## src/rtl/register_dump_reader.sv

```systemverilog
// register_dump_reader: walks the register file through one read port
// and streams each index/contents pair out over a valid/ready handshake.
module register_dump_reader #(
    parameter int FIRST_REGISTER = 0,
    parameter int LAST_REGISTER  = 31,
    parameter int DATA_WIDTH     = 32
) (
    input  logic                  clk,
    input  logic                  reset_n,
    input  logic                  start,
    input  logic                  abort,
    output logic [4:0]            read_register,
    input  logic [DATA_WIDTH-1:0] read_data,
    output logic                  dump_valid,
    input  logic                  dump_ready,
    output logic [4:0]            dump_index,
    output logic [DATA_WIDTH-1:0] dump_data,
    output logic                  busy,
    output logic                  done,
    output logic [5:0]            dump_count
);

    localparam logic [4:0] FIRST_IDX = 5'(FIRST_REGISTER);
    localparam logic [4:0] LAST_IDX  = 5'(LAST_REGISTER);
    localparam bit         EMPTY     = FIRST_REGISTER > LAST_REGISTER;

    typedef enum logic [2:0] {
        S_IDLE,
        S_ADDR,
        S_CAPTURE,
        S_SEND,
        S_DONE
    } state_e;

    state_e                state_q, state_d;
    logic [4:0]            index_q, index_d;
    logic [4:0]            didx_q, didx_d;
    logic [DATA_WIDTH-1:0] data_q, data_d;
    logic [5:0]            count_q, count_d;

    logic launch;
    logic accept;
    logic last_beat;

    assign launch    = (state_q == S_IDLE) && start && !abort;
    // A beat offered on the same edge as abort is dropped, not counted.
    assign accept    = (state_q == S_SEND) && dump_ready && !abort;
    assign last_beat = (index_q == LAST_IDX);

    always_ff @(posedge clk) begin
        if (!reset_n) begin
            state_q <= S_IDLE;
        end else begin
            state_q <= state_d;
        end
    end

    always_comb begin
        state_d = state_q;
        unique case (state_q)
            S_IDLE: begin
                if (launch) begin
                    state_d = EMPTY ? S_DONE : S_ADDR;
                end
            end
            S_ADDR: begin
                state_d = abort ? S_IDLE : S_CAPTURE;
            end
            S_CAPTURE: begin
                state_d = abort ? S_IDLE : S_SEND;
            end
            S_SEND: begin
                if (abort) begin
                    state_d = S_IDLE;
                end else if (dump_ready) begin
                    state_d = last_beat ? S_DONE : S_ADDR;
                end
            end
            S_DONE: begin
                state_d = S_IDLE;
            end
            default: begin
                state_d = S_IDLE;
            end
        endcase
    end

    always_comb begin
        index_d = index_q;
        didx_d  = didx_q;
        data_d  = data_q;
        count_d = count_q;
        if (launch) begin
            index_d = FIRST_IDX;
            count_d = '0;
        end
        // Address was set up for a full cycle in ADDR before this sample.
        if (state_q == S_CAPTURE && !abort) begin
            data_d = read_data;
            didx_d = index_q;
        end
        if (accept) begin
            count_d = count_q + 6'd1;
            if (!last_beat) begin
                index_d = index_q + 5'd1;
            end
        end
    end

    always_ff @(posedge clk) begin
        if (!reset_n) begin
            index_q <= '0;
            didx_q  <= '0;
            data_q  <= '0;
            count_q <= '0;
        end else begin
            index_q <= index_d;
            didx_q  <= didx_d;
            data_q  <= data_d;
            count_q <= count_d;
        end
    end

    always_comb begin
        read_register = index_q;
        dump_index    = didx_q;
        dump_data     = data_q;
        dump_count    = count_q;
        dump_valid    = (state_q == S_SEND);
        busy          = (state_q != S_IDLE);
        done          = (state_q == S_DONE);
    end

endmodule

```

## config.mk

```make
export PLATFORM = sky130hd
export DESIGN_NAME = register_dump_reader
export DESIGN_NICKNAME = d
export VERILOG_FILES = /design/src/rtl/register_dump_reader.sv
export SDC_FILE = /design/constraint.sdc
export NUM_CORES = 1
export LEC_CHECK = 0
export CORE_MARGIN = 4
export CORE_UTILIZATION = 38
export CTS_CLUSTER_DIAMETER = 100
export DETAILED_ROUTE_END_ITERATION = 8
export MAX_ROUTING_LAYER = met4
export PLACE_DENSITY_LB_ADDON = 0.12
export SLEW_MARGIN = 40
export SYNTH_ARGS = -nofsm -noshare
export SYNTH_HDL_FRONTEND = slang
export SYNTH_SLANG_ARGS = --single-unit
```

## constraint.sdc

```tcl
create_clock -name clk -period 1.7 [get_ports clk]
set_input_delay 0.255 -clock clk [delete_from_list [all_inputs] [get_ports clk]]
set_output_delay 0.255 -clock clk [all_outputs]
set_load 0.02 [all_outputs]
```

== Word-level counts from Yosys, hierarchy flattened ==
Cells that the tools add are included.

* Divide/modulo/power cells: 0
* Shifts and indexed selects: 0
* Reductions and logical operators: 10
* $mul: 0
* Add/sub/neg operators: 2
* Muxes and demuxes: 12
* Bitwise logic cells: 0
* Magnitude comparators: 0
* Equality and inequality tests: 7

{| class="wikitable"
|+ Operators by type and width
! kind !! number
|-
| two-way mux 5 bit || 3
|-
| two-way mux 3 bit || 4
|-
| two-way mux 6 bit || 2
|-
| case mux 3 bit (4 select lines) || 1
|-
| adder 6 x 1 -> 6 bit, second input constant || 1
|-
| == test 3 x 2 -> 1 bit, second input constant || 2
|-
| adder 5 x 1 -> 5 bit, second input constant || 1
|-
| == test 5 bit, second input constant || 1
|-
| logical AND 1 bit || 5
|-
| two-way mux 2 bit || 2
|-
| == test 3 x 1 -> 1 bit, second input constant || 1
|-
| == test 3 bit, second input constant || 1
|-
| logical NOT 3 bit || 1
|-
| != test 3 x 2 -> 1 bit, second input constant || 1
|-
| nonzero test 3 bit || 1
|-
| != test 2 bit, second input constant || 1
|-
| AND reduction 2 bit || 1
|-
| nonzero test 2 bit || 1
|-
| logical NOT 1 bit || 1
|}

* Output and inout port bits: 51
* Bits in registers: 51
* Latch bits: 0
* Memories kept: 0
* ROM bits: 0
* Bits in writable memories: 0

== Longest topological paths before layout ==
Gate-level depths: netlist of the first run.

* Depth after elaboration: 6
* Depth in mapped cells: 7
* Depth with buffers taken out: 6

== Least setup slack after synthesis of the first run ==
Ideal clock, no wire load.

* Kind: register to register
* Start point: register index_q[0] (netlist: read_register[0])
* End point: register index_q[2] (netlist: read_register[2])
* Buffers on the path: 0
* Setup time: 0.126 ns
* Required time: 1.574 ns
* Stages on the path, launching flop included: 7
* Data arrival time: 1.662 ns
* Path slack: -0.088 ns
* Cells stage by stage: dfxtp_1 ha_1 and3_1 ha_1 nor4_4 o21bai_2 o21ai_0

* Cells in the longest elaborated chain, start to end: 3

{| class="wikitable"
|+ RTL lines
! element !! RTL line !! source
|-
| start: declaration || 36 || <nowiki>logic [4:0] index_q, index_d;</nowiki>
|-
| start signal: assignment || 117 || <nowiki>index_q <= index_d;</nowiki>
|-
| adder 5 x 1 -> 5 bit / == test 5 bit (equally long branches) || 105, 48 ||
|-
| two-way mux 5 bit (*) || 104 || <nowiki>if (!last_beat) begin</nowiki>
|-
| two-way mux 5 bit (*) || 102 || <nowiki>if (accept) begin</nowiki>
|}

Every way passes the cells marked *; elsewhere a longest branch is shown, timed or not.
A chain may end at the register's enable or synchronous reset.

== Worst setup path after layout of the first run ==
* Start point: register index_q[0] (netlist: read_register[0])
* End point: output read_register[0]

{| class="wikitable"
|+ RTL lines
! element !! RTL line !! source
|-
| end: declaration || 12 || <nowiki>output logic [4:0] read_register,</nowiki>
|}

No word-level cell between the ends.

==> impl.org, run 1 <==
** STA
- Setup violations remaining at the end of the flow were counted as 0.
- Dividing the final minimum period by the clock period gives 95.12%.
- Setup total negative slack on the finished layout was measured at 0 ns.
- Relative slew margins :: 76.09%
- Setup repair after global routing left no endpoint under its margin.
- After layout, the minimum clock period comes to 1.617 ns.
- Clock Skews :: 0.003626 ns
- Hold violation count in the final report :: 0
- Final critical-path setup slack :: 0.08291 ns
- The max-slew violation total from the final report was 0.
- Derived from the worst setup path, the maximum achievable clock frequency is 618.4 MHz.
- For the pin with the worst max-slew slack, the measured transition is 0.3554 ns.

** Worst hold path
- The worst hold path was traced through 3 stages.
- The min-delay analysis places its worst path in the category in -> reg.
- The worst hold path terminates at dump_count[1]$_SDFFE_PN0P_.
- Startpoint of the worst hold path :: reset_n

** Placed design
- Detailed placement ended at an HPWL of 3688 um.
- Port buffering added 87 buffers.
- At the placement stage, the worst setup path has a slack of about 0.019 ns.
- GPL Wtd Cong :: 0.7297
- Number of cells after detailed placement :: 410

** Setup path
- The worst setup path is launched from a flop.
- For flop-to-flop paths, the worst setup slack is 0.14 ns.
- End of the worst register-to-register path :: read_register[2]$_SDFF_PN0_
- Along the worst path, the maximum fanout reaches 5.
- Worst path required time :: approximately 1.4 ns
- Worst reg2reg path depth :: 7
- Data on the critical path arrives at its endpoint at about 1.4 ns.
- STA classifies the critical path endpoint as an output port.
- Crit Reg-Reg Startpoint :: read_register[0]$_SDFF_PN0_
- Kind of critical path :: reg -> out
- Critical path origin :: read_register[0]$_SDFF_PN0_

** GRT
- The via count of the first global-routing pass was 1872.
- Maximum number of pins on one net before global-route repair :: 38
- Summed over all layers, the global routing overflow is 0.
- Number of antenna violations at the first check in global routing :: 0
- Across every metal layer, demand over resource in global routing totals about 15%.
- Wire length of the first global-routing pass :: 8631 um

** Clock network
- Clock tree from TritonCTS :: yes
- Maximum number of buffers from clock root to sink :: 2
- The H-tree generated during clock tree synthesis spans 2 levels.
- The number of clock buffers added by TritonCTS is 5.
- The tree is rooted in a sky130_fd_sc_hd__clkbuf_8.
- Post-CTS timing repair inserted 0 buffers for setup.
- Clock-pin slew of the registers on the worst-case setup and hold paths :: 0.09 ns
- The clock net in this run drives a total of 51 sinks.
- The later pin in the worst-skew pair is clocked with a latency of 0.30 ns.

** Logic synthesis
- Sequential share of the synthesized area :: 47.28%
- Number of standard cells after synthesis :: about 250
- Leading post-synthesis cells by instance count :: 84 x sky130_fd_sc_hd__nand2_1, 51 x sky130_fd_sc_hd__dfxtp_1, 30 x sky130_fd_sc_hd__a21boi_1
- Warnings from Yosys :: 0
- #FFs+latches synth :: 51
- Largest area contributor in the synthesized netlist :: sky130_fd_sc_hd__dfxtp_1
- The cell area that synthesis handed to floorplanning was 0.002160 sq mm.
- sky130_fd_sc_hd__nand2_1 is the most common cell in the netlist.
- Syn Nets :: 293
- Async set-or-reset flop fraction in the synthesized netlist :: 0%
- Of the post-synthesis cell area, the dominant cell type holds 47.28%.
- Post-Syn Area per Cell :: approximately 8.5 sq um
- Counting distinct cell types in the post-synthesis netlist gives 32.
- Among all flip-flop cells after synthesis, the most frequent one is sky130_fd_sc_hd__dfxtp_1.
- Sorting the synthesized cells by area gives the leading types as sky130_fd_sc_hd__dfxtp_1 47%, sky130_fd_sc_hd__nand2_1 15%, sky130_fd_sc_hd__a21boi_1 10%.
- Yosys mapped a number of flops with a built-in enable equal to 0.

** Floorplanning
- The total area inside the core boundary comes to 0.005507 sq mm.
- Die Ht :: 83.39 um
- Width of the die :: 83.39 um
- Once the floorplan was initialized, standard cells occupied 39.22% of the core.
- Num rows :: 27
- Full die area :: 0.006953 sq mm
- Num ports :: 88

** Run status
- The run finished with clean final reports.

** Routing
- For this block, the routed nets add up to 5211 um of wire.
- In the final routed layout, each cell accounts on average for 12.50 um.
- Post-detailed-route count of antenna-violating nets :: 0
- Number of vias per cell :: 4.669
- After the first detailed-routing iteration, the DRC count stood at 51.
- Across all layers, the routed design uses 1947 vias.
- Total DRC errors in the routed layout :: 0
- Router iterations before antenna repair :: 4

** Cells and area
- Post-route non-filler standard cell count :: 417
- Final core utilization :: 59.65%
- Layout fillers :: 510
- Ratio of cells with drive above 1 in the final layout :: 8.986%
- # diodes :: 0
- Compared with the post-synthesis result, the final layout area differs by 52.09%.
- Final #Nets :: 385

** Pwr
- IR analysis of the VDD net gives a maximum drop of 336.0 uV.
- Power per unit of standard cell area :: 769.1 mW/mm^2
- Power comes to 2.526 mW.
- The analysis attributes to cell leakage a power of 1.215 nW.

** Job
- Maximum Capacitance Violations :: 0
## routing by layer
layer  GRT usage [%]  wire (um)  vias to the layer above
met2           24.64       2288                       54
met4           6.241         83                        0
met1           18.72       2594                      869
met5               -          0                        -
met3           3.571        245                        6
li1                -          -                     1018
## flip-flops by register name, summed over array words and instances, names as in the netlist
register and count:
dump_data 32, dump_count 6, dump_index 5, read_register 5, state_q 3
## through the flow
step / cell area (sq um) / hold WS [ns]
global placement: 3154 / 0.4408
global route: 3284 / 0.3147
detailed placement: 3154 / 0.4442
CTS: 3254 / 0.3148
floorplan: 2172 / 0.3899
finish: 3284 / 0.3276
## repair_timing
item / in CTS / in global routing
pin swaps: 0 / 1
hold buffers: 0 / 0
endpoints found under the setup margin: 3 / 7
hold endpoints to repair: 0 / 0
resized for setup: 4 / 10
## cells by family after synthesis
logic type	count (synthesis)	synth area share, %
buf+inv	18	4.808
fa+ha+maj	3	1.738
compound gates	58	19.06
xor+xnor	3	1.217
flops	51	47.28
simple gates	120	25.90
## worst max-delay path, stage by stage, from the launching register on
cell                              delay, ns
sky130_fd_sc_hd__dfxtp_2               0.34
sky130_fd_sc_hd__buf_4                 0.12
sky130_fd_sc_hd__clkdlybuf4s50_1       0.60
## layout by cell type, fill, tap and decap left out, drive strengths merged, types with 3 or more instances in the layout
cell / count
dfxtp: 51
nor2b: 7
a21boi: 38
nor3: 3
clkbuf: 6
ha: 3
dlymetal6s2s: 3
nor2: 5
o21ai: 12
buf: 13
nand3: 5
dlygate4sd2: 3
inv: 4
clkdlybuf4s50: 80
nand2: 85
xnor2: 3
nand3b: 4
## how the worst max path moves through the flow
stage | slack (ns) | to | cells after the start
floorplan | 0.02 | read_register[2]$_SDFF_PN0_ | 6
global placement | 0.02 | state_q[2]$_SDFFE_PN0P_ | 4
detailed placement | 0.02 | state_q[2]$_SDFFE_PN0P_ | 4
CTS | 0.01 | read_register[2] | 1
global route | 0.005 | read_register[0]$_SDFF_PN0_ | 7
finish | 0.08 | read_register[0] | 2
## report_power, final
group / total, mW / switching [mW] / internal, mW
Sequential: 1.27 / 0.0336 / 1.24
Clock: 0.805 / 0.374 / 0.432
Combinational: 0.450 / 0.214 / 0.236
## cell type report
| cell class | instances | area (sq um) | share of cell area (%) |
|---|---|---|---|
| timing repair buffer | 99 | 984.7 | 29.98 |
| clock buffer | 6 | 72.57 | 2.210 |
| inverter | 4 | 15.01 | 0.4571 |
| sequential | 51 | 1025 | 31.20 |
| clock inverter | 1 | 30.03 | 0.9143 |
| multi-input combinational | 184 | 1067 | 32.50 |
| tap | 72 | 90.09 | 2.743 |
Power figures use the tool's default switching activity.
==> run 2: changes to the inputs <==
--- a/config.mk
+++ b/config.mk
@@ -11,6 +11,7 @@
 export DETAILED_ROUTE_END_ITERATION = 8
 export MAX_ROUTING_LAYER = met4
 export PLACE_DENSITY_LB_ADDON = 0.12
+export SKIP_CTS_REPAIR_TIMING = 1
 export SLEW_MARGIN = 40
 export SYNTH_ARGS = -nofsm -noshare
 export SYNTH_HDL_FRONTEND = slang
==> impl.org, run 2 (synthesis gave the netlist of run 1 again) <==
** GRT
- Wire length of the first global-routing pass :: 8631 um (unchanged)
- The via count of the first global-routing pass came to 1872 (unchanged).
- Maximum number of pins on one net before global-route repair :: 38 (unchanged)
- The total routing resource utilization after global routing was 15.41% (unchanged).
- The initial antenna violation count came to 0 (unchanged).
- GRT Residual Overflow :: 0 (unchanged)

** STA
- The share of the cycle needed by the critical path after routing was 95.01% (was 95.12%).
- Clock Skews :: 0.004270 ns (was 0.003626 ns)
- The final setup slack of the worst path is 0.08487 ns (was 0.08291 ns).
- Post-layout minimum cycle time :: 1.615 ns (was 1.617 ns)
- The max-slew violation total from the final report came to 0 (unchanged).
- Slew of the pin with the lowest slew margin :: 0.3554 ns (about the same)
- Unrepaired setup endpoints after global routing :: false (unchanged)
- Count of final setup violators :: 0 (unchanged)
- Maximum clock frequency :: 619.1 MHz (was 618.4 MHz)
- Relative slew margins :: 76.09% (about the same)
- Hold violation count in the final report :: 0 (unchanged)

** Routing
- Average wire length per cell after detail routing :: 12.46 um (was 12.50 um)
- The vias per cell came to 4.655 (was 4.669).
- The overall routed net length came to 5197 um (was 5211 um).
- Total DRC errors in the routed layout :: 0 (unchanged)
- The vias after detailed routing is 1941 (was 1947).
- Drt first-iter violations :: 51 (unchanged)
- The number of nets still failing antenna checks after routing was 0 (unchanged).
- Router iterations before antenna repair :: 4 (unchanged)

** Floorplanning
- The number of rows in the core area came to 27 (unchanged).
- Die Ht :: 83.39 um (unchanged)
- Width of the die :: 83.39 um (unchanged)
- The core region area was 0.005507 sq mm (unchanged).
- Initial standard-cell utilization of the core :: 39.22% (unchanged)
- Num ports :: 88 (unchanged)
- Full die area :: 0.006953 sq mm (unchanged)

** Setup path
- Slack of the worst reg-to-reg path :: 0.13 ns (was 0.14 ns)
- The length in cells of the worst reg-to-reg path is 7 (unchanged).
- The critical setup path kind was reg -> out (unchanged).
- The endpoint of the worst-slack reg-to-reg timing path is read_register[2]$_SDFF_PN0_ (unchanged).
- The sort of element at the start of the critical path was a flop (unchanged).
- The element type at the critical path end is an output port (unchanged).
- Worst endpoint data arrival time :: 1.36 ns (about the same)
- The data required time of the critical path came to 1.44 ns (about the same).
- Crit Reg-Reg Startpoint :: read_register[0]$_SDFF_PN0_ (unchanged)
- Critical-path maximum fanout :: 5 (unchanged)

** Worst hold path
- The worst min-delay path startpoint was reset_n (unchanged).
- Cell count of the worst hold path :: 3 (unchanged)
- Destination of the worst hold path :: dump_count[2]$_SDFFE_PN0P_ (was dump_count[1]$_SDFFE_PN0P_)
- Hold Path Class :: in -> reg (unchanged)

** Clock network
- CTS H-Tree Depth :: 2 (unchanged)
- Cts bufs inserted :: 5 (unchanged)
- The worst-skew pair later-pin latency came to 0.30 ns (about the same).
- Number of sinks handled by clock tree synthesis :: 51 (unchanged)
- Clock root buffer :: sky130_fd_sc_hd__clkbuf_8 (unchanged)
- The clock tree from TritonCTS is yes (unchanged).
- Maximum number of buffers from clock root to sink :: 2 (unchanged)
- The clock transition at the registers of the reported paths was 0.08 ns (was 0.09 ns).

** Placed design
- GPL Wtd Cong :: 0.7297 (unchanged)
- Total of buffers placed on input and output ports :: 87 (unchanged)
- The detailed placer's ending HPWL came to 3688 um (unchanged).
- The number of placed cells counting well taps is 410 (unchanged).
- Worst-case setup slack after placement :: 0.01855 ns (unchanged)

** Job
- Maximum Capacitance Violations :: 0 (unchanged)

** Pwr
- The sequential cell fraction of total power was 50.3% (about the same).
- Switching power as a share of total power :: 24.53% (was 24.59%)
- The total power per unit cell area was 767.5 mW/mm^2 (was 769.1 mW/mm^2).
- The portion of total power attributed to the clock network is 31.8% (was 31.9%).
- The leakage power was 1.252 nW (was 1.215 nW).
- The net switching power of the design came to 620.6 uW (was 621.2 uW).
- The combinational cell fraction of total power was 17.9% (was 17.8%).
- The maximum resistive drop on vdd is 335.4 uV (was 336.0 uV).
- P_int :: 1.910 mW (was 1.905 mW)

** Cells and area
- The number of flip-flops under the largest register name came to 32 (unchanged).
- Ratio of cells with drive above 1 in the final layout :: 9.275% (was 8.986%)
- Post-route non-filler standard cell count :: 417 (unchanged)
- Most common cell after layout, fill and taps aside :: sky130_fd_sc_hd__nand2_1 (unchanged)
- Commonest cells after routing, fill and taps aside :: 84 x sky130_fd_sc_hd__nand2_1, 80 x sky130_fd_sc_hd__clkdlybuf4s50_1, 47 x sky130_fd_sc_hd__dfxtp_1 (was 84 x sky130_fd_sc_hd__nand2_1, 80 x sky130_fd_sc_hd__clkdlybuf4s50_1, 48 x sky130_fd_sc_hd__dfxtp_1)
- Final #Nets :: 385 (unchanged)
- The number of diodes is 0 (unchanged).
- Area delta synth->final :: 52.67% (was 52.09%)

** Run status
- Result of the run :: complete, no violations (unchanged)
-- run 2: changes by cell type in the layout (fill, tap and decap cells not counted), sizes merged --
cell          change
dlygate4sd2       -3
dlymetal6s2s      +3
-- run 2: through the flow --
stage                     instance area (sq um)  total power, mW  TNS [ns]  util, %  hold slack, ns
after floorplan                            2172            1.531         0        -          0.3899
after global placement                     3154            1.751         0    57.28          0.4408
after detailed placement                   3154            1.754         0    57.28          0.4442
after CTS                                  3257            2.571   -0.4515    59.15          0.3148
after global routing                       3297            2.657         0    59.87          0.3147
final                                      3297            2.530         0    59.87          0.3271
-- run 2: final cells by class --
cell class              instances  area [sq um]
well taps                      72         90.09
repair buffers                 99         996.0
clock buffers                   6         72.57
multi-input cells             184          1067
flip-flops and latches         51          1026
inverters                       4         15.01
clock inverters                 1         30.03
fillers                       508          2210
-- run 2: power groups by stage --
stage | combinational, mW | sequential (mW) | clock (mW)
finish | 0.453 | 1.27 | 0.806
global route | 0.492 | 1.28 | 0.886
CTS | 0.462 | 1.27 | 0.841
detailed placement | 0.457 | 1.30 | 0
global placement | 0.455 | 1.30 | 0
floorplan | 0.201 | 1.33 | 0
-- run 2: worst max path at each step --
stage                           startpoint                           to  slack [ns]  cells after the start
3_5_place_dp                         abort      state_q[2]$_SDFFE_PN0P_        0.02                      4
6_report       read_register[0]$_SDFF_PN0_             read_register[0]        0.08                      2
5_1_grt        read_register[0]$_SDFF_PN0_  read_register[0]$_SDFF_PN0_       0.005                      7
4_1_cts            state_q[0]$_SDFFE_PN0P_                         done       -0.15                      3
3_3_place_gp                         abort      state_q[2]$_SDFFE_PN0P_        0.02                      4
2_1_floorplan  read_register[0]$_SDFF_PN0_  read_register[2]$_SDFF_PN0_        0.02                      6
-- run 2: worst max-delay path, cell delays in order (launching register included) --
cell,delay (ns)
sky130_fd_sc_hd__dfxtp_2,0.34
sky130_fd_sc_hd__buf_4,0.12
sky130_fd_sc_hd__clkdlybuf4s50_1,0.60
-- run 2: routing by layer --
layer	share of wire, %	wire length [um]	up-vias	GRT usage [%]
met4	1.6	83	0	6.241
met2	44	2286	54	24.64
met5	0	0	-	-
li1	-	-	1017	-
met3	5.1	264	6	3.571
met1	49	2563	864	18.72
==> run 3: changes to the inputs <==
--- a/config.mk
+++ b/config.mk
@@ -5,8 +5,10 @@
 export SDC_FILE = /design/constraint.sdc
 export NUM_CORES = 1
 export LEC_CHECK = 0
+export ABC_AREA = 1
+export CORE_ASPECT_RATIO = 0.5
 export CORE_MARGIN = 4
-export CORE_UTILIZATION = 38
+export CORE_UTILIZATION = 37
 export CTS_CLUSTER_DIAMETER = 100
 export DETAILED_ROUTE_END_ITERATION = 8
 export MAX_ROUTING_LAYER = met4
==> impl.org, run 3 <==
** Setup path
- The highest cell delay on the worst timing path is 0.65 ns (was 0.60 ns).
- Sort of element at the end of the critical path :: output port (unchanged)
- The critical setup path kind was reg -> out (unchanged).
- Worst reg2reg path depth :: 10 (was 7)
- The endpoint of the worst-slack reg-to-reg timing path was read_register[0]$_SDFF_PN0_ (was read_register[2]$_SDFF_PN0_).
- Worst endpoint data arrival time :: 1.38 ns (was 1.36 ns)
- Slack of the worst reg-to-reg path :: 0.14 ns (was 0.13 ns)
- Series of cell instances along the critical path :: clkdlybuf4s50_1 (was buf_4 -> clkdlybuf4s50_1)
- Worst path required time :: 1.44 ns (about the same)
- Crit path buffers/inverters :: 1 (was 2)
- Crit Reg-Reg Startpoint :: read_register[0]$_SDFF_PN0_ (unchanged)
- Critical-path maximum fanout :: 6 (was 5)
- The kind of cell with the highest combined delay on the critical path is buffers and inverters (unchanged).
- Critical-path cell with the highest stage delay :: sky130_fd_sc_hd__clkdlybuf4s50_1 (unchanged)
- The sort of element at the start of the critical path is a flop (unchanged).

** Routing
- Number of vias per cell :: 4.810 (was 4.655)
- Total DRC errors in the routed layout :: 0 (unchanged)
- Average wire length per cell after detail routing :: 12.38 um (was 12.46 um)
- The number of design-rule violations left by the first detailed-router iteration came to 149 (was 51).
- Vias :: 2102 (was 1941)
- Router iterations before antenna repair :: 4 (unchanged)
- The number of nets still failing antenna checks after routing came to 0 (unchanged).
- The overall routed net length came to 5409 um (was 5197 um).

** Cells and area
- Ratio of cells with drive above 1 in the final layout :: 5.995% (was 9.275%)
- Area delta synth->final :: 53.60% (was 52.67%)
- The post-route core utilization came to 60.79% (was 59.87%).
- The number of nets at the end of the flow came to 406 (was 385).
- Max reg flops :: 32 (unchanged)
- # diodes :: 0 (unchanged)
- Commonest cells after routing, fill and taps aside :: 91 x sky130_fd_sc_hd__nor2_1, 81 x sky130_fd_sc_hd__clkdlybuf4s50_1, 51 x sky130_fd_sc_hd__dfxtp_1 (was 84 x sky130_fd_sc_hd__nand2_1, 80 x sky130_fd_sc_hd__clkdlybuf4s50_1, 47 x sky130_fd_sc_hd__dfxtp_1)
- Cell area after layout :: 0.003094 sq mm (was 0.003297 sq mm)
- Most common cell after layout, fill and taps aside :: sky130_fd_sc_hd__nor2_1 (was sky130_fd_sc_hd__nand2_1)

** Clock network
- The number of buffers between clock root and the deepest sink was 2 (unchanged).
- Clock latency on the worst-skew pair :: 0.30 ns (about the same)
- CTS H-Tree Depth :: 2 (unchanged)
- The clock transition at the registers of the reported paths was 0.09 ns (was 0.08 ns).
- Cts bufs inserted :: 5 (unchanged)
- The sink count of the clock tree was 51 (unchanged).
- Clock tree from TritonCTS :: yes (unchanged)
- The clock tree root buffer cell is sky130_fd_sc_hd__clkbuf_8 (unchanged).

** Worst hold path
- The worst min-delay path endpoint is dump_data[3]$_SDFFE_PN0P_ (was dump_count[2]$_SDFFE_PN0P_).
- The worst min-delay path startpoint is dump_data[3]$_SDFFE_PN0P_ (was reset_n).
- The hold-critical path depth was 2 (was 3).
- The class of the tightest hold or removal check is reg -> reg (was in -> reg).

** STA
- The maximum frequency from static timing analysis was 611.7 MHz (was 619.1 MHz).
- Final critical-path setup slack :: 0.06513 ns (was 0.08487 ns)
- The setup skew after layout was 0.005934 ns (was 0.004270 ns).
- Fraction of the cycle the final worst path needs :: 96.17% (was 95.01%)
- Hold violation count in the final report :: 0 (unchanged)
- Relative slew margins :: 81.02% (was 76.09%)
- The max-slew violation total from the final report was 0 (unchanged).
- Slew of the pin with the lowest slew margin :: 0.2829 ns (was 0.3554 ns)
- Count of final setup violators :: 0 (unchanged)
- The setup total negative slack came to 0 ns (unchanged).
- The clock period minus worst slack is 1.635 ns (was 1.615 ns).

** Pwr
- The portion of total power attributed to the clock network came to 30.7% (was 31.8%).
- Switching power total :: 559.7 uW (was 620.6 uW)
- The sum of internal, switching and leakage power is 2.236 mW (was 2.530 mW).
- Fraction of power consumed by sequential logic :: 55.4% (was 50.3%)
- Switching power as a share of total power :: 25.03% (was 24.53%)
- The internal power summed over all cells is 1.677 mW (was 1.910 mW).
- The leakage power came to 1.278 nW (was 1.252 nW).
- Maximum VDD drop :: 361.5 uV (was 335.4 uV)
- The total power per unit cell area came to 722.7 mW/mm^2 (was 767.5 mW/mm^2).
- The combinational cell fraction of total power is 13.9% (was 17.9%).

** GRT
- The total congestion overflow after global routing was 0 (unchanged).
- The via count of the first global-routing pass is 1963 (was 1872).
- Fraction of met2 tracks used by global routing :: 27.77% (was 24.64%)
- Number of antenna violations at the first check in global routing :: 0 (unchanged)
- The met3 track demand over resource was 5.157% (was 3.571%).
- GR Layer Usage met1 :: 19.80% (was 18.72%)
- The largest net degree at the start of global routing was 26 (was 38).
- The total routing resource utilization after global routing was 16.59% (was 15.41%).
- GRT busiest layer :: met2 (unchanged)
- Wire length of the first global-routing pass :: 8859 um (was 8631 um)

** Run status
- Result of the run :: complete, no violations (unchanged)

** Logic synthesis
- The prevailing post-synth register cell is sky130_fd_sc_hd__dfxtp_1 (unchanged).
- The share of synthesized flip-flops with an asynchronous set or reset came to 0% (unchanged).
- Leading post-synthesis cells by instance count :: 92 x sky130_fd_sc_hd__nor2_1, 51 x sky130_fd_sc_hd__dfxtp_1, 39 x sky130_fd_sc_hd__o21ai_0 (was 84 x sky130_fd_sc_hd__nand2_1, 51 x sky130_fd_sc_hd__dfxtp_1, 30 x sky130_fd_sc_hd__a21boi_1)
- Count of cell types in the netlist :: 17 (was 32)
- The Yosys warning count is 0 (unchanged).
- The count of flip-flops with a built-in enable after synthesis was 0 (unchanged).
- Sequential share of the synthesized area :: 50.68% (was 47.28%)
- The cell with the most instances after synthesis is sky130_fd_sc_hd__nor2_1 (was sky130_fd_sc_hd__nand2_1).
- Number of standard cells after synthesis :: 274 (was 253)
- Top cells by area in the synthesized netlist :: sky130_fd_sc_hd__dfxtp_1 51%, sky130_fd_sc_hd__nor2_1 17%, sky130_fd_sc_hd__o21ai_0 9.7% (was sky130_fd_sc_hd__dfxtp_1 47%, sky130_fd_sc_hd__nand2_1 15%, sky130_fd_sc_hd__a21boi_1 10%)
- Post-Syn Area per Cell :: 7.352 sq um (was 8.536 sq um)
- #FFs+latches synth :: 51 (unchanged)
- Fraction of synthesized cell area taken by the top area cell type :: 50.68% (was 47.28%)
- The cell area after synthesis was 0.002014 sq mm (was 0.002160 sq mm).
- Syn Nets :: 314 (was 293)
- The library cell with the largest summed area after synthesis is sky130_fd_sc_hd__dfxtp_1 (unchanged).

** Job
- Maximum Capacitance Violations :: 0 (unchanged)

** Floorplanning
- The effective utilization at floorplan came to 39.58% (was 39.22%).
- Die Ht :: 60.18 um (was 83.39 um)
- The core region area was 0.005090 sq mm (was 0.005507 sq mm).
- Width of the die :: 112.4 um (was 83.39 um)
- Num rows :: 18 (was 27)
- Num ports :: 88 (unchanged)
- The die footprint came to 0.006761 sq mm (was 0.006953 sq mm).

** Placed design
- The detailed placer's ending HPWL was 4062 um (was 3688 um).
- Total of buffers placed on input and output ports :: 87 (unchanged)
- Cell Area, Placed :: 0.002987 sq mm (was 0.003154 sq mm)
- The worst slack at placement is 0.06079 ns (was 0.01855 ns).
- The placer congestion estimate came to 0.8071 (was 0.7297).
run 3: changes by cell type after synthesis, moves of 6 or more:
cell	delta
sky130_fd_sc_hd__inv_1	+8
sky130_fd_sc_hd__nand2_1	-56
sky130_fd_sc_hd__a21boi_1	-30
sky130_fd_sc_hd__nor2b_1	-6
sky130_fd_sc_hd__nand3_1	+12
sky130_fd_sc_hd__a21oi_1	+8
sky130_fd_sc_hd__nor2_1	+87
sky130_fd_sc_hd__o21ai_0	+27
sky130_fd_sc_hd__a21boi_0	-8
run 3: metrics by stage:
step / hold WS (ns) / std cells
2_1_floorplan: 0.3934 / 274
4_1_cts: 0.4926 / 437
6_report: 0.4883 / 437
3_3_place_gp: 0.4637 / 429
3_5_place_dp: 0.4718 / 429
5_1_grt: 0.5026 / 437
run 3: area by class of cell:
class | count | area [sq um]
clock buffers | 6 | 72.57
fillers | 474 | 1996
repair buffers | 98 | 968.4
well taps | 70 | 87.58
clock inverters | 2 | 12.51
flip-flops and latches | 51 | 1021
multi-input cells | 197 | 883.3
inverters | 13 | 48.80
run 3: layer usage:
layer  part of all wire, %  up-vias
met5                     0        -
met4                  0.65        0
met3                   7.7        5
met2                    46       70
met1                    46      963
li1                      -     1064
run 3: cells by family after synthesis:
family          count (synthesis)  share of synthesized area, %
compound gates                 52                         13.04
fa+ha+maj                       3                         1.864
simple gates                  142                         28.57
buf+inv                        26                         5.838
flops                          51                         50.68
run 3: power by group through the flow:
stage | registers (mW) | logic (mW) | clock network, mW
floorplan | 1.30 | 0.105 | 0
global placement | 1.27 | 0.306 | 0
detailed placement | 1.27 | 0.309 | 0
CTS | 1.24 | 0.311 | 0.711
global route | 1.24 | 0.337 | 0.761
finish | 1.24 | 0.310 | 0.687
run 3: how the worst max path moves through the flow:
| stage | startpoint | end | slack (ns) | cells after the start |
|---|---|---|---|---|
| after floorplan | read_register[0]$_SDFF_PN0_ | read_register[1]$_SDFF_PN0_ | 0.09 | 8 |
| after global placement | abort | dump_data[11]$_SDFFE_PN0P_ | 0.13 | 7 |
| after detailed placement | abort | dump_data[6]$_SDFFE_PN0P_ | 0.06 | 7 |
| after CTS | state_q[1]$_SDFFE_PN0P_ | done | -0.22 | 4 |
| after global routing | read_register[0]$_SDFF_PN0_ | read_register[3]$_SDFF_PN0_ | -0.004 | 9 |
| final | dump_count[3]$_SDFFE_PN0P_ | dump_count[3] | 0.07 | 1 |
